**src/rtl/hazard_pkg.sv**
```systemverilog
// Shared definitions for the pipeline hazard sequencer: FSM states, instruction
// field layout and default opcode masks.
package hazard_pkg;

  typedef enum logic [1:0] {
    RUN  = 2'd0,
    HOLD = 2'd1,
    STEP = 2'd2
  } state_t;

  localparam logic [15:0] NOP_INS = 16'h0000;

  localparam int unsigned OP_LSB = 4;
  localparam int unsigned RA_LSB = 2;
  localparam int unsigned RB_LSB = 0;

  localparam logic [15:0] DEF_WB_OP_MASK = 16'h00FE;
  localparam logic [15:0] DEF_RA_RD_MASK = 16'hFFFE;
  localparam logic [15:0] DEF_RB_RD_MASK = 16'h00FE;
  localparam int unsigned DEF_WB_DIST    = 3;

  function automatic logic [3:0] ins_op(input logic [15:0] ins);
    return ins[OP_LSB +: 4];
  endfunction

  function automatic logic [1:0] ins_ra(input logic [15:0] ins);
    return ins[RA_LSB +: 2];
  endfunction

  function automatic logic [1:0] ins_rb(input logic [15:0] ins);
    return ins[RB_LSB +: 2];
  endfunction

endpackage

```
**src/rtl/hazard_scoreboard.sv**
```systemverilog
// Per-register write scoreboard: counts down the cycles until an issued write
// lands in the register file and flags ID-stage readers of pending registers.
module hazard_scoreboard
  import hazard_pkg::*;
#(
  parameter logic [15:0] WB_OP_MASK = DEF_WB_OP_MASK,
  parameter logic [15:0] RA_RD_MASK = DEF_RA_RD_MASK,
  parameter logic [15:0] RB_RD_MASK = DEF_RB_RD_MASK,
  parameter int unsigned WB_DIST    = DEF_WB_DIST
) (
  input  logic        clk,
  input  logic        rst,
  input  logic [15:0] id_ins,
  input  logic        id_valid,
  input  logic        issue,
  output logic        hazard
);

  localparam logic [1:0] LOAD_VAL = 2'(WB_DIST);

  logic [1:0] pend [4];
  logic [3:0] op;
  logic [1:0] ra;
  logic [1:0] rb;
  logic       unused_imm;

  assign op         = ins_op(id_ins);
  assign ra         = ins_ra(id_ins);
  assign rb         = ins_rb(id_ins);
  assign unused_imm = ^id_ins[15:8];

  // A fresh load on the issuing writer's destination wins over the decrement.
  always_ff @(posedge clk or posedge rst) begin
    if (rst) begin
      for (int unsigned i = 0; i < 4; i++) pend[i] <= '0;
    end else begin
      for (int unsigned i = 0; i < 4; i++) begin
        if (issue && WB_OP_MASK[op] && (ra == 2'(i)))
          pend[i] <= LOAD_VAL;
        else if (pend[i] != '0)
          pend[i] <= pend[i] - 2'd1;
      end
    end
  end

  always_comb begin
    hazard = 1'b0;
    if (id_valid) begin
      if (RA_RD_MASK[op] && (pend[ra] != '0)) hazard = 1'b1;
      if (RB_RD_MASK[op] && (pend[rb] != '0)) hazard = 1'b1;
    end
  end

endmodule

```
**src/rtl/hazard_sequencer.sv**
```systemverilog
// Pipeline sequencing controller: RUN/HOLD/STEP control FSM, hold/flush/bubble
// decode for PC, IF/ID and ID/EXE, and a saturating hazard-stall counter.
module hazard_sequencer
  import hazard_pkg::*;
#(
  parameter logic [15:0] WB_OP_MASK = DEF_WB_OP_MASK,
  parameter logic [15:0] RA_RD_MASK = DEF_RA_RD_MASK,
  parameter logic [15:0] RB_RD_MASK = DEF_RB_RD_MASK,
  parameter int unsigned WB_DIST    = DEF_WB_DIST
) (
  input  logic        clk,
  input  logic        rst,
  input  logic [15:0] id_ins,
  input  logic        id_valid,
  input  logic        br_taken,
  input  logic        step_mode,
  input  logic        step_req,
  output logic        pc_hold,
  output logic        ifid_hold,
  output logic        ifid_flush,
  output logic        idex_bubble,
  output logic        br_allow,
  output logic        issue,
  output logic [7:0]  stall_cnt,
  output logic [1:0]  state_o
);

  state_t state;
  logic   hazard;
  logic   can_go;

  hazard_scoreboard #(
    .WB_OP_MASK (WB_OP_MASK),
    .RA_RD_MASK (RA_RD_MASK),
    .RB_RD_MASK (RB_RD_MASK),
    .WB_DIST    (WB_DIST)
  ) u_scoreboard (
    .clk      (clk),
    .rst      (rst),
    .id_ins   (id_ins),
    .id_valid (id_valid),
    .issue    (issue),
    .hazard   (hazard)
  );

  // Outputs are forced low for the whole reset window, not just until the next edge.
  always_comb begin
    can_go      = (state != HOLD) && !hazard;
    issue       = 1'b0;
    br_allow    = 1'b0;
    ifid_flush  = 1'b0;
    pc_hold     = 1'b0;
    ifid_hold   = 1'b0;
    idex_bubble = 1'b0;
    if (!rst) begin
      issue       = can_go && id_valid;
      br_allow    = can_go && id_valid;
      ifid_flush  = br_taken && can_go && id_valid;
      pc_hold     = !can_go;
      ifid_hold   = !can_go;
      idex_bubble = !can_go;
    end
  end

  assign state_o = state;

  // An empty ID slot leaves STEP just like a real issue, so STEP exits on can_go.
  always_ff @(posedge clk or posedge rst) begin
    if (rst) begin
      state     <= RUN;
      stall_cnt <= '0;
    end else begin
      if (hazard && (state != HOLD) && (stall_cnt != 8'hFF))
        stall_cnt <= stall_cnt + 8'd1;
      unique case (state)
        RUN:  if (step_mode) state <= HOLD;
        HOLD: begin
          if (step_req)        state <= STEP;
          else if (!step_mode) state <= RUN;
        end
        STEP: if (can_go) state <= step_mode ? HOLD : RUN;
        default: state <= RUN;
      endcase
    end
  end

endmodule

```
**config.mk**
```make
export PLATFORM = sky130hd
export DESIGN_NAME = hazard_sequencer
export DESIGN_NICKNAME = d
export VERILOG_FILES = /design/src/rtl/hazard_pkg.sv /design/src/rtl/hazard_scoreboard.sv /design/src/rtl/hazard_sequencer.sv
export SDC_FILE = /design/constraint.sdc
export NUM_CORES = 1
export LEC_CHECK = 0
export CORE_MARGIN = 8
export CORE_UTILIZATION = 45
export CTS_CLUSTER_DIAMETER = 100
export DETAILED_ROUTE_END_ITERATION = 10
export GPL_TIMING_DRIVEN = 0
export HOLD_SLACK_MARGIN = 0.12
export PLACE_DENSITY_LB_ADDON = 0.08
export SLEW_MARGIN = 20
export SYNTH_ARGS = -nofsm -noshare
export SYNTH_HDL_FRONTEND = slang
export SYNTH_HIERARCHICAL = 1
export SYNTH_SLANG_ARGS = --single-unit
export TNS_END_PERCENT = 10
```
**constraint.sdc**
```tcl
create_clock -name clk -period 5.1 [get_ports clk]
set_clock_uncertainty 0.05 [all_clocks]
set_input_delay 1.02 -clock clk [delete_from_list [all_inputs] [get_ports clk]]
set_output_delay 1.02 -clock clk [all_outputs]
set_load 0.01 [all_outputs]
```
* Word level (Yosys, flattened, before mapping)
Memory sizes are Yosys's and may differ from the RTL's.
Cells that the tools add are included.
** Storage, ports and cells
- Flip-flop bits (word level) :: 18
- Bits in read-only memories :: 32
- Bits of input ports :: 22
- Output and inout bits :: 16
- Logic and storage cells :: 84
- Memories kept :: 2
** Memory list
- (name not given) :: depth 16, width 1, rd ports 1, clocked after Yosys merged registers in 0, wr ports 0, line hazard_scoreboard.sv:38 : if (issue && WB_OP_MASK[op] && (ra == 2'(i)))
- (name not given) :: depth 16, width 1, rd ports 1, clocked after Yosys merged registers in 0, wr ports 0, line hazard_scoreboard.sv:49 : if (RA_RD_MASK[op] && (pend[ra] != '0)) hazard = 1'b1;
** Cells by class
- Add/sub/neg operators :: 5
- $lt $le $gt $ge :: 3
- Equality and inequality tests :: 10
- Muxes and demuxes :: 28
- Bitwise logic cells :: 2
- Reduce and logical (&&, ||, !) cells :: 28
** Operator list (number)
- $mux 2 :: 16
- $reduce_bool 2->1 :: 10
- $logic_and 1x1->1 :: 13
- $mux 1 :: 9
- $add 8x1->8 const B :: 1
- $bmux 2 s2 :: 2
- $ne 8x8->1 const B :: 1
- $sub 2x1->2 const B :: 4
- $eq 2x2->1 const B :: 3
- $ge 3x3->1 const B :: 2
- $not 2->3 :: 2
- $pmux 2 s3 :: 1
- $lt 4x5->1 const B :: 1
- $eq 2x1->1 const B :: 2
- $logic_not 2->1 :: 2
- $ne 2x2->1 const B :: 2
- $ne 3x3->1 const B :: 1
- $reduce_and 3->1 :: 1
- $logic_not 1->1 :: 2
- $ne 2x1->1 const B :: 1

* Longest topological paths before layout
- Depth in word-level cells :: 16
- Mapped depth :: 9
- Gate-level depth less buffers :: 8

* Modules after synthesis
The synthesis kept the hierarchy.
** By module, submodules not included
- hazard_sequencer :: instances 1, cells each 55, area each 568.0 um^2, sequential area each 250.2 um^2
- hazard_scoreboard :: instances 1, cells each 55, area each 531.8 um^2, sequential area each 200.2 um^2

* Worst setup path after synthesis
Ideal clock, no wire load.
- Path type :: input -> output
- From :: input id_ins[7]
- To :: output ifid_flush
- Arrival time :: 2342 ps
- Required time :: 4030 ps
- Setup slack :: 1688 ps
- Stages :: 7
- Buffers on the path :: 1
- Path through :: o41ai_1 a311o_1 o22ai_1 buf_2 nor2_1 and3_1 and2_1
** Between the ends
- Cells in the longest elaborated chain, start to end :: 11
- Elaborated cells on any way between the ends :: 14
- Classes of those cells :: 6 x mux; 6 x reduce/logical; 2 x memory
** Ends and longest elaborated chain
- start, declared :: line hazard_sequencer.sv:13 : input logic [15:0] id_ins,
- $mem_v2 16x1
- $mux 1 (not written as such) :: line hazard_scoreboard.sv:49
- $logic_and 1x1->1 :: line hazard_scoreboard.sv:49
- $mux 1 :: line hazard_scoreboard.sv:49
- $mux 1 (*) :: line hazard_scoreboard.sv:50 : if (RB_RD_MASK[op] && (pend[rb] != '0)) hazard = 1'b1;
- $mux 1 (*) :: line hazard_scoreboard.sv:48 : if (id_valid) begin
- named net hazard :: line hazard_sequencer.sv:29 : logic hazard;
- $logic_not 1->1 (*) :: line hazard_sequencer.sv:48 : can_go = (state != HOLD) && !hazard;
- $logic_and 1x1->1 (*) :: line hazard_sequencer.sv:48
- $logic_and 1x1->1 (*) (2 in series) :: line hazard_sequencer.sv:58 : ifid_flush = br_taken && can_go && id_valid;
- $mux 1 (*) :: line hazard_sequencer.sv:55 : if (!rst) begin
- end, declared :: line hazard_sequencer.sv:20 : output logic ifid_flush,
The timed path passes the listed nets; every way through them passes the cells marked *. The select of a mux whose other input is x is not followed.

* Worst setup path in the final report
Ends and elaborated chain as after synthesis.

==> metrics.yaml <==
floorplanning:
  die_area_mm2: 0.00428
  rows: 18
  dieHeight_um: 65.4
  coreArea_mm2: 0.00239
  fp.dieW_um: 65.4
  start_util_pct: 46.1
  io_pins: 38
worst_setup_path:
  startpoint_type: "primary input"
  crit_path_end: "ifid_flush"
  worstSetupEndpointType: "output pin"
  worstPathRequired_ns: 4.03
  critPathMaxFanout: 8
  critical_path_class: "primary input to output pin"
  critical_path.startpoint: "id_ins[7]"
  cp.arrival_ns: 3.51
  r2r_end: "u_scoreboard/pend[7]"
  reg2regPathDepth: 9
  reg2reg_from: "u_scoreboard/pend[6]"
  r2r_setup_slack_ns: 2.63
worst_hold_path:
  min_path_cells: 1
  holdCritPathClass: "register to register"
clock_tree:
  root_buffer: "clkbuf_4"
  cts_tree: "built"
  path_clk_slew_ns: 0.09
  cts_setup_buffers: 0
  h-tree-depth: 1
  clk_path_buf_depth: 2
  postCtsHoldBufs: 0
  numClockSinks: 18
  cts_buffers: 3
  ctsResizeCount: 0
  clock_latency_ns: 0.29
route:
  drc: 0
  routed-via-count: 914
  drt_first_iter_violations: 46
  drt-vias-per-instance: 5.31
  drtPass1Iterations: 4
  wire_per_inst_um: 14.4
  wl_um: 2470
  ant_nets: 0
layout:
  fillers: 208
  syn_to_final_growth_pct: 31.9
  final_cells: 172
  antennaDiodeCount: 0
  multiInputGateArea_um2: 581
  mostFrequentLayoutCells: "29 x clkdlybuf4s50_1, 18 x dfrtp_1, 11 x inv_1"
  seq_area_um2: 450
  final_nets: 171
  drive_above_1_share_pct: 9.86
  final_common_cell: "clkdlybuf4s50_1"
grt:
  grt_use_met1_pct: 14.0
  use_met2_pct: 19.4
  antenna_found_initial: 0
  grt.total_usage_pct: 12.1
  grt_pass1_wl_um: 4070
  grt_max_degree: 12
  grt_pass1_vias: 928
  grt_overflow: 0
  grt_use_met3_pct: 4.93
  top_usage_layer: "met2"
placement:
  io_buffers: 29
  gp_congestion: 0.774
  dp.cells: 169
  dp_hpwl_um: 2010
synthesis:
  synth_top_area_cell: "dfrtp_1"
  syn-num-nets: 137
  ys_ff_latch: 18
  synthCells: 110
  syn_area_mm2: 0.00110
  synth-warning-count: 6
  post-synth-top-area-fraction_pct: 41.0
  synthTopCellsByArea: "dfrtp_1 41%, ha_1 5.7%, mux2_1 4.1%"
  synth_seq_area_share_pct: 41.0
  ys_types: 38
  syn_avg_cell_area_um2: 10.0
run:
  cap_violations: 0
timing:
  tns_ns: 0
  max-slew-margin-rel_pct: 69.4
  drv_slew: 0
  final-hold-violation-count: 0
  setup_viol: 0
  max_freq_mhz: 218
  min_period_ns: 4.58
  rsz0062_at_grt: "no"
  worst_pin_slew_ns: 0.452
  min_period_over_period_pct: 89.7
power:
  total_power_mw: 0.692
  cellLeakagePower_nw: 0.638
  peakVddDrop_mv: 0.334
  power_density_mw_per_mm2: 478
run_status:
  status: "finished clean"
## where the power goes
group          switching [mW]  internal (mW)  total (mW)
sequential             0.0613          0.206       0.267
combinational           0.160          0.195       0.355
clock                  0.0424         0.0275      0.0699
## cell type report
class / count / area share (%)
sequential: 18 / 31.1
buffer: 4 / 1.90
clock buffer: 3 / 1.55
tap: 30 / 2.59
multi-input combinational: 77 / 40.0
inverter: 11 / 2.85
timing repair buffer: 29 / 20.0
## critical path: stages
cell and delay (ns):
clkdlybuf4s50_1 0.45, o41ai_1 0.52, a311o_1 0.19, o22ai_1 0.07, buf_2 0.18, nor2_1 0.16
and3_1 0.25, and2_1 0.14, clkdlybuf4s50_1 0.53
## registers in the layout, indices dropped and copies added (netlist names)
register and count:
stall_cnt 8, state_o 2, u_scoreboard/pend 8
## worst min-delay path by stage
| stage | end | slack [ns] | startpoint |
|---|---|---|---|
| 2_1_floorplan | u_scoreboard/pend[1] | 0.44 | u_scoreboard/pend[1] |
| 3_3_place_gp | stall_cnt[4] | 0.46 | stall_cnt[4] |
| 4_1_cts | stall_cnt[0] | 0.49 | stall_cnt[0] |
| 5_1_grt | stall_cnt[0] | 0.52 | stall_cnt[0] |
| 3_5_place_dp | stall_cnt[0] | 0.47 | stall_cnt[0] |
| 6_report | stall_cnt[0] | 0.48 | stall_cnt[0] |
## through the flow
stage	setup WS [ns]	area (um2)	hold WS [ns]	utilization, %
global route	0.367	1450	0.520	60.7
global placement	0.580	1430	0.463	59.8
floorplan	1.69	1100	0.442	-
finish	0.523	1450	0.483	60.7
detailed placement	0.536	1430	0.474	59.8
CTS	0.546	1450	0.491	60.7
## cells in the mapped netlist
cell type,instances
o211ai_1,2
mux2i_1,1
nand4_1,3
nand3_1,5
nand3b_1,1
or2_1,1
a311o_1,2
nor2b_1,2
xor2_1,5
a31oi_1,1
nor3b_2,1
o21ai_0,3
inv_1,11
and3_4,2
nand4b_1,1
o21a_1,1
nor3_1,1
and2_1,2
nor2_1,8
o41ai_1,1
buf_2,1
mux2_1,4
nor4_1,1
nor4bb_1,1
dfrtp_1,18
a21oi_1,1
or3_4,1
nand2_1,10
mux2_2,1
o22ai_1,1
nand2b_1,3
buf_4,3
nor4b_4,1
xnor2_1,2
ha_1,5
nor4b_1,1
mux4_2,1
and3_1,1
## metal layers
layer / share of wire (%) / vias up
li1: - / 446
met1: 41 / 424
met2: 48 / 42
met3: 10 / 2
met4: 0.77 / 0
met5: 0 / -
## cells by family after synthesis
| logic type | share of synthesized area, % |
|---|---|
| xor gates and xnor gates | 5.57 |
| AOI/OAI and AO/OA | 7.62 |
| muxes | 8.08 |
| adders and majority gates | 5.69 |
| DFF | 41.0 |
| and+or+nand+nor | 25.8 |
| buffers and inverters | 6.26 |
Power figures use the tool's default switching activity.
